--- src/rtl/fifo_frame_drain_pkg.sv ---
// Shared types for the syncfifo frame drain: default word width and drain FSM states.
package fifo_frame_drain_pkg;

  localparam int DT_WIDTH_DEF = 8;

  typedef enum logic [1:0] {
    IDLE,
    DATA
`ifdef FRAME_CSUM_EN
    , CSUM
`endif
  } drn_state_t;

endpackage

--- src/rtl/fifo_frame_drain_if.sv ---
// syncfifo read side plus outgoing framed stream; master = drain, slave = fifo/sink side.
interface fifo_frame_drain_if
  import fifo_frame_drain_pkg::*;
#(
  parameter int DT_WIDTH = DT_WIDTH_DEF
);

  logic                rd_en;
  logic                f_empty;
  logic [DT_WIDTH-1:0] rd_dt;
  logic [DT_WIDTH-1:0] out_dt;
  logic                out_vld;
  logic                out_rdy;
  logic                out_sof;
  logic                out_eof;

  modport master (
    output rd_en, out_dt, out_vld, out_sof, out_eof,
    input  f_empty, rd_dt, out_rdy
  );

  modport slave (
    input  rd_en, out_dt, out_vld, out_sof, out_eof,
    output f_empty, rd_dt, out_rdy
  );

endinterface

--- src/rtl/drn_out_stage.sv ---
// Single-entry valid/ready output register carrying data plus frame markers.
module drn_out_stage
  import fifo_frame_drain_pkg::*;
#(
  parameter int DT_WIDTH = DT_WIDTH_DEF
) (
  input  logic                clk,
  input  logic                rst,
  input  logic                ld,
  input  logic [DT_WIDTH-1:0] ld_dt,
  input  logic                ld_sof,
  input  logic                ld_eof,
  input  logic                rdy,
  output logic                vld,
  output logic [DT_WIDTH-1:0] dt,
  output logic                sof,
  output logic                eof,
  output logic                slot_free
);

  assign slot_free = !vld || rdy;

  // A load while the held beat transfers overwrites in place, so no bubble.
  always_ff @(posedge clk) begin
    if (rst) begin
      vld <= 1'b0;
      dt  <= '0;
      sof <= 1'b0;
      eof <= 1'b0;
    end else if (ld) begin
      vld <= 1'b1;
      dt  <= ld_dt;
      sof <= ld_sof;
      eof <= ld_eof;
    end else if (rdy) begin
      vld <= 1'b0;
    end
  end

endmodule

--- src/rtl/fifo_frame_drain.sv ---
// Pops syncfifo words into fixed FRAME_LEN frames on a registered valid/ready stream.
// FRAME_CSUM_EN appends an XOR checksum word carrying EOF to each frame.
module fifo_frame_drain
  import fifo_frame_drain_pkg::*;
#(
  parameter int DT_WIDTH   = DT_WIDTH_DEF,
  parameter int FRAME_LEN  = 4,
  parameter int FCNT_WIDTH = 8
) (
  input  logic                  clk,
  input  logic                  rst,
  input  logic                  drn_en,
  fifo_frame_drain_if.master    bus,
  output logic [FCNT_WIDTH-1:0] frm_cnt
);

  localparam int CW = (FRAME_LEN > 1) ? $clog2(FRAME_LEN) : 1;
  localparam logic [CW-1:0] LAST = CW'(FRAME_LEN - 1);

  drn_state_t          state, state_nxt;
  logic [CW-1:0]       cnt;
  logic                last;
  logic                slot_free;
  logic                pop;
  logic                ld;
  logic [DT_WIDTH-1:0] ld_dt;
  logic                ld_sof;
  logic                ld_eof;
`ifdef FRAME_CSUM_EN
  logic [DT_WIDTH-1:0] csum;
`endif

  assign last      = (cnt == LAST);
  assign bus.rd_en = pop;

  always_comb begin
    state_nxt = state;
    pop       = 1'b0;
    ld        = 1'b0;
    ld_dt     = bus.rd_dt;
    ld_sof    = 1'b0;
    ld_eof    = 1'b0;
    case (state)
      IDLE: begin
        if (drn_en) state_nxt = DATA;
      end
      DATA: begin
        pop = !bus.f_empty && slot_free;
        if (pop) begin
          ld     = 1'b1;
          ld_sof = (cnt == '0);
`ifdef FRAME_CSUM_EN
          if (last) state_nxt = CSUM;
`else
          ld_eof = last;
          // drn_en only matters at frame boundaries
          if (last) state_nxt = drn_en ? DATA : IDLE;
`endif
        end
      end
`ifdef FRAME_CSUM_EN
      CSUM: begin
        if (slot_free) begin
          ld        = 1'b1;
          ld_dt     = csum;
          ld_eof    = 1'b1;
          state_nxt = drn_en ? DATA : IDLE;
        end
      end
`endif
      default: state_nxt = IDLE;
    endcase
  end

  always_ff @(posedge clk) begin
    if (rst) begin
      state   <= IDLE;
      cnt     <= '0;
      frm_cnt <= '0;
    end else begin
      state <= state_nxt;
      if (pop) cnt <= last ? '0 : cnt + 1'b1;
      if (bus.out_vld && bus.out_rdy && bus.out_eof) frm_cnt <= frm_cnt + 1'b1;
    end
  end

`ifdef FRAME_CSUM_EN
  // Restart the running XOR on the first word of each frame.
  always_ff @(posedge clk) begin
    if (rst) begin
      csum <= '0;
    end else if (pop) begin
      csum <= (cnt == '0) ? bus.rd_dt : (csum ^ bus.rd_dt);
    end
  end
`endif

  drn_out_stage #(.DT_WIDTH(DT_WIDTH)) u_out (
    .clk       (clk),
    .rst       (rst),
    .ld        (ld),
    .ld_dt     (ld_dt),
    .ld_sof    (ld_sof),
    .ld_eof    (ld_eof),
    .rdy       (bus.out_rdy),
    .vld       (bus.out_vld),
    .dt        (bus.out_dt),
    .sof       (bus.out_sof),
    .eof       (bus.out_eof),
    .slot_free (slot_free)
  );

endmodule

--- src/flat_wrapper.sv ---
// flat-port wrapper written by rule: the top's interface ports become plain ports
module fifo_frame_drain_flat import fifo_frame_drain_pkg::*;
#(
  parameter int DT_WIDTH   = DT_WIDTH_DEF,
  parameter int FRAME_LEN  = 4,
  parameter int FCNT_WIDTH = 8
)
  (clk, rst, drn_en, frm_cnt, bus_rd_en, bus_out_dt, bus_out_vld, bus_out_sof, bus_out_eof, bus_f_empty, bus_rd_dt, bus_out_rdy);
  fifo_frame_drain_if #(.DT_WIDTH(DT_WIDTH)) bus_i ();
  input  logic clk;
  input  logic rst;
  input  logic drn_en;
  output logic [FCNT_WIDTH-1:0] frm_cnt;
  output wire logic [$bits(bus_i.rd_en)-1:0] bus_rd_en;
  output wire logic [$bits(bus_i.out_dt)-1:0] bus_out_dt;
  output wire logic [$bits(bus_i.out_vld)-1:0] bus_out_vld;
  output wire logic [$bits(bus_i.out_sof)-1:0] bus_out_sof;
  output wire logic [$bits(bus_i.out_eof)-1:0] bus_out_eof;
  input wire logic [$bits(bus_i.f_empty)-1:0] bus_f_empty;
  input wire logic [$bits(bus_i.rd_dt)-1:0] bus_rd_dt;
  input wire logic [$bits(bus_i.out_rdy)-1:0] bus_out_rdy;
  assign bus_rd_en = bus_i.rd_en;
  assign bus_out_dt = bus_i.out_dt;
  assign bus_out_vld = bus_i.out_vld;
  assign bus_out_sof = bus_i.out_sof;
  assign bus_out_eof = bus_i.out_eof;
  assign bus_i.f_empty = bus_f_empty;
  assign bus_i.rd_dt = bus_rd_dt;
  assign bus_i.out_rdy = bus_out_rdy;
  fifo_frame_drain #(.DT_WIDTH(DT_WIDTH), .FRAME_LEN(FRAME_LEN), .FCNT_WIDTH(FCNT_WIDTH)) u_core (.clk(clk), .rst(rst), .drn_en(drn_en), .bus(bus_i), .frm_cnt(frm_cnt));
endmodule
--- config.mk ---
export PLATFORM = sky130hd
export DESIGN_NAME = fifo_frame_drain_flat
export DESIGN_NICKNAME = d
export VERILOG_FILES = /design/src/rtl/fifo_frame_drain_pkg.sv /design/src/rtl/fifo_frame_drain_if.sv /design/src/rtl/drn_out_stage.sv /design/src/rtl/fifo_frame_drain.sv /design/src/flat_wrapper.sv
export SDC_FILE = /design/constraint.sdc
export NUM_CORES = 1
export LEC_CHECK = 0
export BUFFER_PORTS_ARGS = -buffer_cell sky130_fd_sc_hd__buf_4
export CORE_MARGIN = 4
export CORE_UTILIZATION = 45
export CTS_BUF_LIST = sky130_fd_sc_hd__clkbuf_2 sky130_fd_sc_hd__clkbuf_4 sky130_fd_sc_hd__clkbuf_8
export CTS_CLUSTER_DIAMETER = 100
export CTS_CLUSTER_SIZE = 24
export DETAILED_ROUTE_END_ITERATION = 7
export GPL_TIMING_DRIVEN = 0
export PLACE_DENSITY = 0.78
export SKIP_CTS_REPAIR_TIMING = 1
export SLEW_MARGIN = 20
export SYNTH_ARGS = -nofsm -noshare
export SYNTH_HDL_FRONTEND = slang
export SYNTH_SLANG_ARGS = --single-unit
--- constraint.sdc ---
create_clock -name clk -period 1.7 [get_ports clk]
set_input_delay 0 -clock clk [delete_from_list [all_inputs] [get_ports clk]]
set_output_delay 0 -clock clk [all_outputs]
set_load 0.01 [all_outputs]
==> impl_metrics.json <==
{
  "hold_violations": 0,
  "place.gp.congestion": 0.862,
  "die_h_um": 54.9,
  "top_layer": "met4",
  "syn-cell-area_um2": 990,
  "drc": 0,
  "diodes": 0,
  "wl_met1_mm": 1.15,
  "vias_per_cell": 5.58,
  "max_stage_delay_ns": 0.43,
  "drt_iter0_drc": 30,
  "io_pins": 33,
  "crit_buf_inv": 2,
  "crit_family": "buffers and inverters",
  "routed_wirelength_mm": 2.65,
  "worst_setup_path_start_kind": "flop",
  "slew_headroom_pct": 66.9,
  "path_cells": "nor2b_2, buf_2, nor3_1, buf_4",
  "tightest_slew_ns": 0.497,
  "htree_levels": 1,
  "leakagePower_nw": 0.566,
  "setup_tns_ns": 0,
  "slew_violations": 0,
  "rr_startpoint": "u_core.frm_cnt[0]",
  "holdPathStages": 3,
  "die_x_um": 54.9,
  "initial_utilization_pct": 48.9,
  "grt_setup_unrepaired": "false",
  "die_area_um2": 3010,
  "max_freq_mhz": 654,
  "num_vias": 1027,
  "min_from": "bus_f_empty",
  "cts_sinks": 22,
  "final_area_um2": 1420,
  "gr-usage-all-layers_pct": 18.8,
  "worstSkewPairLatency_ns": 0.31,
  "syn-num-nets": 127,
  "power_frac_comb_pct": 12.6,
  "cts_tree": "yes",
  "grt_pass1_wl_mm": 4.11,
  "avgSynthCellArea_um2": 8.92,
  "syn_to_final_growth_pct": 43.4,
  "wl_met3_um": 157,
  "syn_inst": 111,
  "cts_max_path_buffers": 2,
  "r2r-end": "u_core.frm_cnt[6]",
  "ys_types": 23,
  "cp.arrival_ns": 1.53,
  "switchingPower_uw": 236,
  "ys_seq_area_share_pct": 44.5,
  "finClkSkew_ns": 0.00747,
  "period_share_pct": 90.0,
  "core_area_um2": 2020,
  "ant_nets": 0,
  "power.density_nw_per_um2": 756,
  "port-buffer-count": 32,
  "place.detailed.hpwl_mm": 1.80,
  "overflow": 0,
  "hold_end": "u_core.u_out.dt[3]",
  "nNetsFinal": 174,
  "p_int_uw": 836,
  "synth_seq_cells": 22,
  "drive_gt1_share_pct": 27.4,
  "fillCellCount": 165,
  "swShare_pct": 22.0,
  "register_area_um2": 440,
  "reg2reg_slack_ns": 0.25,
  "sequentialPowerShare_pct": 50.4,
  "hold_path.class": "in -> reg",
  "crit_type": "reg -> out",
  "period_minus_slack_ns": 1.53,
  "yosysWarnings": 0,
  "layout_commonest_cell": "buf_4",
  "p_clk_share_pct": 36.9,
  "cpMaxStageDelayCell": "dfxtp_1",
  "clockRootBuffer": "clkbuf_4",
  "path_clk_slew_ns": 0.13,
  "worst-path-max-fanout": 10,
  "max-vdd-ir-drop_uv": 456,
  "post_dp_cell_area_um2": 1260,
  "status": "finished, final reports clean",
  "crit_path_end_kind": "output pin",
  "grt_max_degree": 14,
  "multi_input_area_um2": 493,
  "wl_per_cell_um": 14.4,
  "r2r_cells": 4,
  "rows": 16,
  "wl_met2_mm": 1.29,
  "antenna_found_initial": 0,
  "critPathRequiredTime_ns": 1.70,
  "max_cap_violations": 0,
  "cts_made_buffers": 3,
  "setup_viol": 0,
  "grt_pass1_vias": 972,
  "layout_common_cells": "32 x buf_4, 22 x dfxtp_1, 18 x a21oi_1",
  "drt_pass1_iterations": 4
}
[sequential cells by signal, summed over array words and instances, names as in the netlist]
register,flops
u_core.cnt,2
u_core.frm_cnt,8
u_core.state,1
u_core.u_out.dt,8
u_core.u_out.eof,1
u_core.u_out.sof,1
u_core.u_out.vld,1
[per-layer routing]
metal / global-route usage (%) / vias up
met3: 3.49 / 6
li1: - / 513
met1: 24.4 / 467
met5: 0 / -
met4: 8.50 / 0
met2: 30.1 / 41
[synth_stat cells]
library cell	number	area, um2
dfxtp_1	22	440
a21oi_1	18	90.1
o31ai_1	15	113
nand4_1	14	87.6
clkbuf_1	6	22.5
nor2_1	5	18.8
inv_1	4	15.0
ha_1	3	37.5
or4_1	3	22.5
buf_2	2	10.0
nand2_1	2	7.51
nand3_1	2	10.0
nand3_2	2	20.0
o21ai_0	2	10.0
or3_1	2	12.5
xor2_1	2	17.5
a31oi_1	1	6.26
buf_6	1	11.3
mux2i_1	1	10.0
nand2b_1	1	6.26
nor2b_1	1	6.26
nor3_1	1	5.00
o21ba_2	1	10.0
[worst max path at each step]
stage                            startpoint                 to  slack (ns)  depth (start not counted)
after floorplan           u_core.frm_cnt[0]  u_core.frm_cnt[6]        0.35                          4
after global placement    u_core.frm_cnt[0]  u_core.frm_cnt[6]        0.36                          4
after detailed placement  u_core.frm_cnt[0]  u_core.frm_cnt[6]        0.30                          4
after CTS                  u_core.u_out.vld          bus_rd_en        0.08                          4
after global routing        u_core.state[0]          bus_rd_en        0.07                          4
final                      u_core.u_out.vld          bus_rd_en        0.17                          4
[area by class of cell]
type                    instances  area share [%]
inverters                       4            1.06
multi-input cells              76            34.7
plain buffers                   9            3.09
clock inverters                 1            2.12
clock buffers                   3            1.59
flip-flops and latches         22            31.0
repair buffers                 42            24.0
well taps                      27            2.38
[cells by family after synthesis]
| logic type | share of synthesized area (%) |
|---|---|
| buffers and inverters | 5.94 |
| AO/OA/AOI/OAI | 23.1 |
| adder cells (fa/ha/maj) | 3.79 |
| multiplexers | 1.01 |
| AND/OR/NAND/NOR | 19.8 |
| XOR/XNOR | 1.77 |
| flip-flops | 44.5 |
[tightest hold or removal path, stage by stage]
cell and delay, ns:
buf_4 0.11, o31ai_1 0.07, a21oi_1 0.12
[through the flow]
stage / hold WS [ns] / util, % / instances / total power [mW] / worst slack (ns)
finish: 0.0314 / 70.2 / 184 / 1.07 / 0.170
global route: 0.0506 / 70.2 / 184 / 1.12 / 0.0669
CTS: -0.144 / 65.1 / 174 / 1.06 / 0.0786
detailed placement: 0.188 / 62.5 / 170 / 0.666 / 0.304
global placement: 0.181 / 62.5 / 170 / 0.664 / 0.360
floorplan: 0.0691 / - / 111 / 0.607 / 0.350
[power groups by stage]
stage / combinational, mW / clock, mW / sequential (mW)
floorplan: 0.0521 / 0 / 0.555
global placement: 0.112 / 0 / 0.551
detailed placement: 0.115 / 0 / 0.552
CTS: 0.115 / 0.407 / 0.541
global route: 0.148 / 0.431 / 0.543
finish: 0.135 / 0.396 / 0.541
Power figures use the tool's default switching activity.
